--- config.mk ---
export PLATFORM = sky130hd
export DESIGN_NAME = ild_spike_set_reset_driver
export DESIGN_NICKNAME = d
export VERILOG_FILES = /design/src/rtl/ild_spike_set_reset_driver.sv
export SDC_FILE = /design/constraint.sdc
export NUM_CORES = 1
export LEC_CHECK = 0
export ABC_AREA = 1
export BUFFER_PORTS_ARGS = -buffer_cell sky130_fd_sc_hd__clkbuf_2
export CAP_MARGIN = 20
export CORE_ASPECT_RATIO = 1.25
export CORE_UTILIZATION = 40
export DETAILED_ROUTE_END_ITERATION = 16
export GPL_TIMING_DRIVEN = 0
export HOLD_SLACK_MARGIN = 0.1
export PLACE_DENSITY = 0.57
export RECOVER_POWER = 25
export SYNTH_ARGS = -nofsm -noshare
export SYNTH_HDL_FRONTEND = slang
export SYNTH_SLANG_ARGS = --single-unit
--- constraint.sdc ---
create_clock -name CLK -period 1.5 [get_ports CLK]
set_input_delay 0.375 -clock CLK [delete_from_list [all_inputs] [get_ports CLK]]
set_output_delay 0.375 -clock CLK [all_outputs]
set_load 0.02 [all_outputs]
--- src/rtl/ild_spike_set_reset_driver.sv ---
// SET/RST pulse driver for the LSO ILD hold-and-fire neuron: integrates the
// left/right spike difference in a leaky saturating accumulator and fires pulses.
module ild_spike_set_reset_driver #(
  parameter int unsigned ACC_WIDTH    = 8,
  parameter int unsigned THRESHOLD    = 16,
  parameter int unsigned LEAK_PERIOD  = 1000,
  parameter int unsigned PULSE_CYCLES = 4,
  parameter int unsigned REFRACTORY   = 32
) (
  input  logic                        CLK,
  input  logic                        RST,
  input  logic                        SPIKE_LEFT,
  input  logic                        SPIKE_RIGHT,
  output logic                        SET_OUT,
  output logic                        RST_OUT,
  output logic                        BUSY,
  output logic signed [ACC_WIDTH-1:0] ACC_OUT
);

  localparam int unsigned SW   = ACC_WIDTH + 2;
  localparam int unsigned LW   = (LEAK_PERIOD > 1) ? $clog2(LEAK_PERIOD) : 1;
  localparam int unsigned CMAX = (PULSE_CYCLES > REFRACTORY) ? PULSE_CYCLES : REFRACTORY;
  localparam int unsigned CW   = (CMAX > 1) ? $clog2(CMAX) : 1;
  localparam int          MAXV = (2 ** (ACC_WIDTH - 1)) - 1;
  localparam int          THR  = int'(THRESHOLD);

  localparam logic signed [SW-1:0] ACC_MAX    = SW'(MAXV);
  localparam logic signed [SW-1:0] ACC_MIN    = SW'(-MAXV);
  localparam logic signed [SW-1:0] THR_POS    = SW'(THR);
  localparam logic signed [SW-1:0] THR_NEG    = SW'(-THR);
  localparam logic [LW-1:0]        LK_LAST    = LW'(LEAK_PERIOD - 1);
  localparam logic [CW-1:0]        PULSE_LAST = CW'(PULSE_CYCLES - 1);
  localparam logic [CW-1:0]        REFR_LAST  = CW'((REFRACTORY > 0) ? REFRACTORY - 1 : 0);

  typedef enum logic [1:0] {
    IDLE,
    FIRE_SET,
    FIRE_RST,
    REFRACT
  } state_t;

  logic [1:0]                 rst_sync_q;
  logic                       rst_n_int;
  state_t                     state_q, state_d;
  logic signed [ACC_WIDTH-1:0] acc_q, acc_d;
  logic [LW-1:0]              lk_q, lk_d;
  logic [CW-1:0]              cnt_q, cnt_d;
  logic                       set_q, set_d;
  logic                       rstp_q, rstp_d;

  logic                       lk_wrap;
  logic signed [SW-1:0]       delta_s, leak_s, sum_s, acc_next;

  // Assertion propagates asynchronously; release reaches the core two edges later.
  always_ff @(posedge CLK or negedge RST) begin
    if (!RST) rst_sync_q <= '0;
    else      rst_sync_q <= {rst_sync_q[0], 1'b1};
  end

  assign rst_n_int = rst_sync_q[1];

  always_ff @(posedge CLK or negedge rst_n_int) begin
    if (!rst_n_int) begin
      state_q <= IDLE;
      acc_q   <= '0;
      lk_q    <= '0;
      cnt_q   <= '0;
      set_q   <= 1'b0;
      rstp_q  <= 1'b0;
    end else begin
      state_q <= state_d;
      acc_q   <= acc_d;
      lk_q    <= lk_d;
      cnt_q   <= cnt_d;
      set_q   <= set_d;
      rstp_q  <= rstp_d;
    end
  end

  // Candidate accumulator value for an IDLE cycle: spike delta plus leak, clamped symmetric.
  always_comb begin
    lk_wrap = (lk_q == LK_LAST);
    lk_d    = lk_wrap ? '0 : lk_q + LW'(1);

    delta_s = '0;
    if (SPIKE_LEFT && !SPIKE_RIGHT)      delta_s = SW'(1);
    else if (!SPIKE_LEFT && SPIKE_RIGHT) delta_s = '1;

    leak_s = '0;
    if (lk_wrap && (acc_q != '0)) begin
      if (acc_q[ACC_WIDTH-1]) leak_s = SW'(1);
      else                    leak_s = '1;
    end

    sum_s = SW'(acc_q) + delta_s + leak_s;

    if (sum_s > ACC_MAX)      acc_next = ACC_MAX;
    else if (sum_s < ACC_MIN) acc_next = ACC_MIN;
    else                      acc_next = sum_s;
  end

  always_comb begin
    state_d = state_q;
    acc_d   = acc_q;
    cnt_d   = cnt_q;
    set_d   = set_q;
    rstp_d  = rstp_q;

    unique case (state_q)
      IDLE: begin
        acc_d = $signed(acc_next[ACC_WIDTH-1:0]);
        if (acc_next >= THR_POS) begin
          state_d = FIRE_SET;
          acc_d   = '0;
          set_d   = 1'b1;
          cnt_d   = PULSE_LAST;
        end else if (acc_next <= THR_NEG) begin
          state_d = FIRE_RST;
          acc_d   = '0;
          rstp_d  = 1'b1;
          cnt_d   = PULSE_LAST;
        end
      end

      FIRE_SET, FIRE_RST: begin
        acc_d = '0;
        if (cnt_q == '0) begin
          set_d  = 1'b0;
          rstp_d = 1'b0;
          if (REFRACTORY == 0) begin
            state_d = IDLE;
          end else begin
            state_d = REFRACT;
            cnt_d   = REFR_LAST;
          end
        end else begin
          cnt_d = cnt_q - CW'(1);
        end
      end

      REFRACT: begin
        acc_d = '0;
        if (cnt_q == '0) state_d = IDLE;
        else             cnt_d   = cnt_q - CW'(1);
      end

      default: begin
        state_d = IDLE;
        acc_d   = '0;
        set_d   = 1'b0;
        rstp_d  = 1'b0;
      end
    endcase
  end

  assign SET_OUT = set_q;
  assign RST_OUT = rstp_q;
  assign BUSY    = (state_q != IDLE);
  assign ACC_OUT = acc_q;

endmodule

==> results of run 1 <==
==> Yosys cell counts, drive strengths merged <==
library cell	n	share of area, %
o211ai	2	0.69
nor4	1	0.29
xnor2	1	0.40
dfrtp	29	33
o21ai	5	1.2
and2	1	0.40
nand3b	3	1.0
nor2	30	5.3
xor2	4	1.6
a21oi	14	3.4
conb	1	0.17
nor3	10	2.3
nand4	1	0.29
o211a	1	0.46
and3	1	0.29
ha	14	8.1
clkinv	1	0.17
clkbuf	1	0.17
inv	44	7.6
o21bai	1	0.35
nand3	26	7.0
nand2	82	16
fa	9	8.3
or2	3	1.1
==> state kept, by name (all words and copies together), names as in the netlist <==
signal      count
rst_sync_q      2
lk_q           10
state_q         2
cnt_q           5
RST_OUT         1
SET_OUT         1
ACC_OUT         8
==> worst max-delay path: cells and delay by family, from the launching register on <==
family                     cells  cell delay (ns)
and+or+nand+nor               21             1.98
adders and majority gates      4             1.25
DFF                            1             0.36
buffers and inverters          3             0.14
==> metrics by stage <==
stage          area, sq um  setup TNS (ns)
2_1_floorplan         2195          -37.51
3_3_place_gp          2342          -45.06
5_1_grt               2932          -42.14
6_report              2932          -38.07
3_5_place_dp          2342          -45.68
4_1_cts               2670          -38.34
==> final timing paths <==
kind,start,endpoint,slack (ns),depth (start not counted)
worst min-delay path,rst_sync_q[1],lk_q[3],0.06,0
min in group CLK,rst_sync_q[0],rst_sync_q[1],0.35,0
max in group asynchronous,rst_sync_q[1],ACC_OUT[3],0.62,1
worst max-delay path,lk_q[1],cnt_q[4],-2.33,28
worst min register to register,rst_sync_q[1],lk_q[3],0.06,0
worst max register to register,lk_q[1],cnt_q[4],-2.33,28
==> cell type report <==
class / count / share of cell area, %
clock buffer: 7 / 2.945
timing repair buffer: 39 / 9.390
clock inverter: 1 / 1.024
multi-input combinational: 211 / 53.09
inverter: 45 / 6.103
sequential: 29 / 24.80
tap: 62 / 2.646
==> power by group <==
group / internal (mW) / switching, mW / total (mW)
sequential: 0.926 / 0.114 / 1.04
combinational: 0.700 / 1.05 / 1.75
clock: 0.541 / 0.290 / 0.831
==> layer usage <==
metal / routed length (um) / vias to the layer above
met1: 2127 / 907
met3: 118 / 9
met2: 2491 / 26
met4: 100 / 0
li1: - / 988
met5: 0 / -
==> cells by family (layout without fill, tap and decap cells) <==
family | after synthesis | in the layout
simple gates | 158 | 159
buf+inv | 46 | 92
compound gates | 23 | 23
other cells | 1 | 1
fa+ha+maj | 23 | 23
flops | 29 | 29
xor+xnor | 5 | 5
==> timing repair <==
item | CTS | global route
endpoints found under the hold margin | 2 | 0
buffers inserted | 13 | 11
setup endpoints to repair | 18 | 25
pin swaps | 19 | 19
gates cloned | 1 | 0
resized for setup | 23 | 48
hold buffers | 1 | 0
==> flow_summary.ini, run 1 <==
[floorplan]
num_rows = 29
initial_utilization_pct = 42.11
core_sq_um = 5152
dieHeight_um = 84.34
die_area_sq_um = 5724
die_width_um = 67.87
pin_count = 15

[synth]
yosys-mux-area-fraction_pct = 0
ys.warnings.count = 0
synth_cell_type_count = 32
synth_fa_ha_area_share_pct = 16.38
syn_nets = 312
synth_top_family_by_area = simple AND/OR/NAND/NOR gates
synth-compound-area-share_pct = 6.055
synth_simple_gate_area_share_pct = 33.97
synth_area_sq_um = 2170
syn_inst = 285
synth_xor_area_share_pct = 2.018
ys_ff_latch = 29
synth_area_per_cell_sq_um = 7.613
synth-seq-area-share_pct = 33.45

[sta]
max_freq_mhz = 260.9
finalSetupViolations = 17
slew_violations = 0
layout_min_cycle_time_ns = 3.833
rsz0062_at_grt = true
setup_slack_ns = -2.333
finalHoldViolCount = 0
clock_skew_ns = 0.007129
hold_slack_ns = 0.06305
worst_pin_slew_ns = 0.5754
finalCritPeriodShare_pct = 255.5
relSlewSlack_pct = 61.64

[route]
via_per_inst = 4.898
post-route-drc-count = 0
post_drt_wl_per_cell_um = 12.28
drt_iter0_drc = 84
wl_um = 4839
drt_pass1_iterations = 4
vias = 1930
ant_nets = 0

[grt]
grt.busiest_layer = met2
grt_pass1_vias = 1856
met3_usage_pct = 3.804
use_met2_pct = 29.25
grt_pass1_wl_um = 7790
grt_max_degree = 28
grt_usage_pct = 17.50
met1_usage_pct = 21.93
antenna_found_initial = 0
grt_overflow = 0

[cells_and_area]
multiInputGateArea_sq_um = 1556
n_fill_cell = 466
post-route-util_pct = 56.90
final_cell_count_no_fill = 394
layout-area-overhead-vs-synth_pct = 35.12
nets = 358
ff_latch_area_sq_um = 726.9
final_cell_mix = nand2_1, inv_1, dfrtp_1
antenna_cells = 0
layout_commonest_cell = nand2_1
drive_gt1_share_pct = 34.94

[cts]
cts_root_buf = clkbuf_8
cts_inserted_buffers = 5
cts_buffer_depth = 2
h-tree-depth = 2
cts_tree = done
cts.clk_slew.worst_paths_ns = 0.07
clock-sinks = 29
clock_latency_ns = 0.27

[power]
peakVddDrop_mv = 1.329
power.density_nw_per_um2 = 1236
p_total_mw = 3.623
power.leakage_nw = 1.486

[outcome]
violations = negative setup slack
outcome = complete, but fails checks

[worst_setup_path]
setup.worst_path.class = reg -> reg
critPathMaxFanout = 7
slowest_delay_ns = 0.49
crit_top_cell = nand2_2
start_kind = register
crit_path_end_kind = register
required_ns = 1.66
cp.arrival_ns = 3.99
crit_slowest_cell = fa_1

[placed_design]
gp_congestion = 0.7948
io_buffers = 14
placedCellCount = 361
dp_slack_ns = -2.831
dp_hpwl_um = 3275

[run]
drv_cap = 0

[min_path]
hold_path_class = reg -> async
Power figures use the tool's default switching activity.
==> inputs of run 2 (changes only) <==
--- a/config.mk
+++ b/config.mk
@@ -8,7 +8,7 @@
 export ABC_AREA = 1
 export BUFFER_PORTS_ARGS = -buffer_cell sky130_fd_sc_hd__clkbuf_2
 export CAP_MARGIN = 20
-export CORE_ASPECT_RATIO = 1.25
+export CORE_ASPECT_RATIO = 0.5
 export CORE_UTILIZATION = 40
 export DETAILED_ROUTE_END_ITERATION = 16
 export GPL_TIMING_DRIVEN = 0
==> run 2 against run 1 <==
Effect of this change: the flow still finishes with violations (negative setup slack); global-route usage decreased by 0.84 points; worst setup slack improved by 0.042 ns; combinational power decreased by 3%; sequential share of layout area increased by 1.6 points; critical path depth decreased by 3; clock power decreased by 25%; clock-buffer cell count is 2 lower; sequential cell count stayed put; non-clock buffer count shrank 3; power is 7.2% lower; worst hold slack improved by 0.053 ns; core utilization decreased by 2.6 points; largest power group unchanged.
==> flow_summary.ini, run 2 (same netlist as run 1, synthesis figures left out) <==
[worst_setup_path]
crit_buf_inv = 2
r2r_end = cnt_q[4]
crit_slowest_cell = fa_1
reg2reg_slack_ns = -2.29
start_kind = register
crit_top_cell = nand2_1
required_ns = 1.66
setup.worst_path.class = reg -> reg
critPathTopFamily = simple AND/OR/NAND/NOR gates
cp.arrival_ns = 3.95
critPathMaxFanout = 7
r2r_start = ACC_OUT[3]
r2r_cells = 25
slowest_delay_ns = 0.61
crit_path_end_kind = register

[sta]
clock_skew_ns = 0.005536
finalHoldViolCount = 0
relSlewSlack_pct = 42.38
finalSetupViolations = 17
finalCritPeriodShare_pct = 252.7
rsz0062_at_grt = true
slew_violations = 0
max_freq_mhz = 263.8
hold_slack_ns = 0.1162
setup_slack_ns = -2.291
layout_min_cycle_time_ns = 3.791
worst_pin_slew_ns = 0.8630

[grt]
grt_max_degree = 28
grt_pass1_vias = 1714
grt_usage_pct = 16.66
grt_overflow = 0
grt_pass1_wl_um = 7396
antenna_found_initial = 0

[route]
post_drt_wl_per_cell_um = 11.52
drt_iter0_drc = 89
ant_nets = 0
vias = 1934
wl_um = 4597
via_per_inst = 4.847
drt_pass1_iterations = 4
post-route-drc-count = 0

[power]
power.density_nw_per_um2 = 1222
clkPwrFrac_pct = 18.5
p_int_mw = 1.934
comb_power_share_pct = 50.7
peakVddDrop_mv = 0.8039
power.switching_mw = 1.427
power.leakage_nw = 1.442
seqPwrFrac_pct = 30.8
swShare_pct = 42.45

[placed_design]
placedCellCount = 369
io_buffers = 14
dp_hpwl_um = 3303
gp_congestion = 0.7976

[cells_and_area]
final_cell_count_no_fill = 399
largest_register_ffs = 10
final_cell_mix = nand2_1, inv_1, dfrtp_1
top_register = lk_q
layout_commonest_cell = nand2_1
layout-area-overhead-vs-synth_pct = 26.82
nets = 355
drive_gt1_share_pct = 29.48
antenna_cells = 0

[cts]
cts_root_buf = clkbuf_8
cts_inserted_buffers = 5
cts_tree = done
clock_latency_ns = 0.27
cts.clk_slew.worst_paths_ns = 0.07
clock-sinks = 29
h-tree-depth = 2
cts_buffer_depth = 2

[floorplan]
core_sq_um = 5067
die_width_um = 106.2
pin_count = 15
num_rows = 18
dieHeight_um = 54.08
initial_utilization_pct = 42.81
die_area_sq_um = 5740

[outcome]
violations = negative setup slack
outcome = complete, but fails checks

[run]
drv_cap = 0

[min_path]
hold_path_class = reg -> async
[run 2: cell types whose count changed in the layout (fill, tap and decap cells not counted), moves of 3 or more]
cell / previous run / this run
nor3_2: 6 / 3
ha_4: 6 / 3
buf_6: 5 / 0
nor3_1: 2 / 6
[run 2: cell type report]
cell class	instances	area, sq um
fill	496	2316
multi-input combinational	211	1429
sequential	29	725.7
timing repair buffer	36	241.5
inverter	45	181.4
tap	70	87.58
clock buffer	5	68.82
clock inverter	3	17.52
[run 2: what timing repair did]
action	in CTS	in global routing
hold endpoints to repair	2	0
gates cloned	1	0
hold buffers	1	0
gates resized for setup	27	16
endpoints found under the setup margin	18	22
pin swaps	16	9
setup buffers	20	1
[run 2: power groups by stage]
stage | registers (mW) | clock network (mW) | logic, mW
after floorplan | 1.08 | 0 | 1.09
after global placement | 1.05 | 0 | 1.41
after detailed placement | 1.06 | 0 | 1.43
after CTS | 1.04 | 0.639 | 1.68
after global routing | 1.06 | 0.688 | 1.92
final | 1.03 | 0.623 | 1.70
[run 2: per-stage QoR]
step / util, % / instance area [sq um] / setup WS, ns / power (mW) / setup TNS (ns)
after floorplan: - / 2195 / -2.309 / 2.178 / -37.51
after global placement: 46.42 / 2352 / -2.788 / 2.456 / -45.12
after detailed placement: 46.42 / 2352 / -2.862 / 2.484 / -46.00
after CTS: 52.99 / 2685 / -2.348 / 3.356 / -38.57
after global routing: 54.30 / 2751 / -2.539 / 3.664 / -42.42
final: 54.30 / 2751 / -2.291 / 3.361 / -37.82
[run 2: worst max-delay path by stage]
stage | startpoint | slack [ns] | depth (start not counted) | to
after floorplan | lk_q[0] | -2.31 | 30 | cnt_q[3]
after global placement | lk_q[0] | -2.79 | 29 | cnt_q[0]
after detailed placement | lk_q[0] | -2.86 | 29 | cnt_q[0]
after CTS | lk_q[0] | -2.35 | 30 | cnt_q[0]
after global routing | ACC_OUT[3] | -2.54 | 25 | cnt_q[0]
final | ACC_OUT[3] | -2.29 | 25 | cnt_q[4]
[run 2: worst register-to-register path, cell delays in order (launching register included)]
cell and delay, ns:
dfrtp_1 0.43, nor4_1 0.31, nand2_1 0.11, nor3_2 0.22, nor3_4 0.07, buf_4 0.18
fa_1 0.61, ha_4 0.26, nand2_1 0.08, inv_1 0.04, a21oi_1 0.17, nand2_1 0.07
nand2_1 0.06, nand2_1 0.09, nor2_4 0.13, nand2_2 0.07, nand2_4 0.10, nand2_2 0.06
nor2_1 0.09, nand2_1 0.07, nand2_2 0.08, nand2_4 0.08, nand3_4 0.10, nand2_4 0.08
nand2_1 0.08, nand2_1 0.05
[run 2: layer usage]
metal | GRT usage [%] | up-vias | share of wire (%)
met5 | 0 | - | 0
met4 | 2.083 | 0 | 0
met3 | 3.632 | 0 | 2.4
met2 | 30.30 | 24 | 48
met1 | 21.35 | 928 | 49
li1 | - | 982 | -
==> inputs of run 3 (changes only) <==
--- a/config.mk
+++ b/config.mk
@@ -9,11 +9,12 @@
 export BUFFER_PORTS_ARGS = -buffer_cell sky130_fd_sc_hd__clkbuf_2
 export CAP_MARGIN = 20
 export CORE_ASPECT_RATIO = 0.5
-export CORE_UTILIZATION = 40
+export CORE_UTILIZATION = 55
 export DETAILED_ROUTE_END_ITERATION = 16
+export GPL_ROUTABILITY_DRIVEN = 0
 export GPL_TIMING_DRIVEN = 0
 export HOLD_SLACK_MARGIN = 0.1
-export PLACE_DENSITY = 0.57
+export PLACE_DENSITY = 0.74
 export RECOVER_POWER = 25
 export SYNTH_ARGS = -nofsm -noshare
 export SYNTH_HDL_FRONTEND = slang
==> run 3 against run 2 <==
Effect of this change: the flow still finishes with violations (negative setup slack); largest cell class unchanged; core utilization increased by 23 points; register-to-register slack got worse by 0.20 ns; critical endpoint unchanged; sequential cell count did not move; sequential share of layout area shrank 0.23 points; largest power group unchanged.
==> flow_summary.ini, run 3 (same netlist as run 1, synthesis figures left out) <==
[outcome]
outcome = complete, but fails checks
violations = negative setup slack

[worst_setup_path]
crit_path_end_kind = register
start_kind = register
cp.arrival_ns = 4.20
setup.worst_path.class = reg -> reg
critPathMaxFanout = 8
required_ns = 1.71

[route]
drt_pass1_iterations = 4
wl_um = 5039
post-route-drc-count = 0
drt_iter0_drc = 31
post_drt_wl_per_cell_um = 13.30
vias = 1969
ant_nets = 0
via_per_inst = 5.195

[cells_and_area]
layout_commonest_cell = nand2_1
n_fill_cell = 264
top_register = lk_q
final_cell_mix = nand2_1, inv_1, dfrtp_1
post-route-util_pct = 77.01
layout-area-overhead-vs-synth_pct = 27.91
nets = 354
final_cell_count_no_fill = 379
antenna_cells = 0
largest_register_ffs = 10
drive_gt1_share_pct = 29.88
final_area_sq_um = 2775

[placed_design]
io_buffers = 14
dp_slack_ns = -2.808
dpl_cell_area_sq_um = 2328
dp_hpwl_um = 3212
placedCellCount = 350

[floorplan]
pin_count = 15
num_rows = 15
dieHeight_um = 46.41
core_sq_um = 3603
die_area_sq_um = 4215
die_width_um = 90.82
initial_utilization_pct = 60.21

[sta]
worst_pin_slew_ns = 0.5807
slew_violations = 0
relSlewSlack_pct = 61.29
clock_skew_ns = 0.01130
finalHoldViolCount = 0
finalSetupViolations = 17
max_freq_mhz = 250.8
setup_slack_ns = -2.488
finalCritPeriodShare_pct = 265.9
hold_slack_ns = 0.04416
layout_min_cycle_time_ns = 3.988
fin_setup_tns_ns = -40.68
rsz0062_at_grt = true

[grt]
antenna_found_initial = 0
grt_max_degree = 28
grt_usage_pct = 25.86
grt_pass1_vias = 1933
grt_overflow = 0
grt_pass1_wl_um = 8231

[cts]
clock_latency_ns = 0.28
cts_inserted_buffers = 5
h-tree-depth = 2
cts_buffer_depth = 2
clock-sinks = 29
cts_tree = done
cts.clk_slew.worst_paths_ns = 0.07
cts_root_buf = clkbuf_8

[run]
drv_cap = 0

[min_path]
hold_path_class = reg -> async

[power]
p_total_mw = 3.767
power.leakage_nw = 1.474
power.density_nw_per_um2 = 1357
peakVddDrop_mv = 1.531
[run 3: changes by cell type in the layout (fill, tap and decap cells not counted), sizes merged]
cell | before | now
clkinv | 3 | 2
dlymetal6s2s | 1 | 0
clkinvlp | 1 | 0
buf | 20 | 19
bufinv | 0 | 2
clkbuf | 19 | 20
[run 3: layer usage]
layer  wire, um  GRT usage [%]
met2       2564          48.18
met1       2196          30.09
met4         79          11.11
met3        198          6.106
met5          0              0
[run 3: critical path: stages, from the launching register on]
cell	delay (ns)
dfrtp_1	0.42
nor4_1	0.28
nand2_1	0.09
nor3_2	0.25
nor3_4	0.09
buf_4	0.18
fa_1	0.44
ha_1	0.44
or2_4	0.29
nand3b_1	0.11
nand2_1	0.06
nand2_1	0.06
nand2_1	0.08
nand2_1	0.09
nand2_2	0.07
nand2_4	0.11
nand3_2	0.09
nor2_2	0.15
nand2_2	0.11
nand2_4	0.13
nand3_4	0.12
nand2_4	0.11
nand2_1	0.06
nand2_1	0.06
[run 3: what timing repair did]
action / CTS / global route
gates resized for setup: 20 / 27
cloned: 1 / 0
setup buffers: 17 / 3
hold buffers: 1 / 0
setup endpoints to repair: 18 / 22
pin swaps: 16 / 15
endpoints found under the hold margin: 2 / 0
[run 3: power breakdown]
part           internal [mW]  switching, mW  total, mW
clock                  0.660          0.304      0.963
sequential             0.925          0.106       1.03
combinational          0.685           1.09       1.77
[run 3: worst paths after layout]
path / startpoint / endpoint / slack [ns] / cells past startpoint
setup / recovery: ACC_OUT[3] / cnt_q[4] / -2.49 / 23
hold / removal: rst_sync_q[1] / SET_OUT / 0.04 / 0
min in group CLK: rst_sync_q[0] / rst_sync_q[1] / 0.37 / 0
hold reg to reg: rst_sync_q[1] / SET_OUT / 0.04 / 0
setup reg to reg: ACC_OUT[3] / cnt_q[4] / -2.49 / 23
max in group asynchronous: rst_sync_q[1] / cnt_q[4] / 0.66 / 1
[run 3: final cells by class]
cell class	count	area [sq um]	area share (%)
Timing Repair Buffer	35	230.2	8.296
Clock inverter	3	65.06	2.344
Sequential cell	29	725.7	26.15
Inverter	45	176.4	6.357
Clock buffer	5	68.82	2.480
Multi-Input combinational cell	211	1445	52.07
Tap cell	51	63.81	2.299
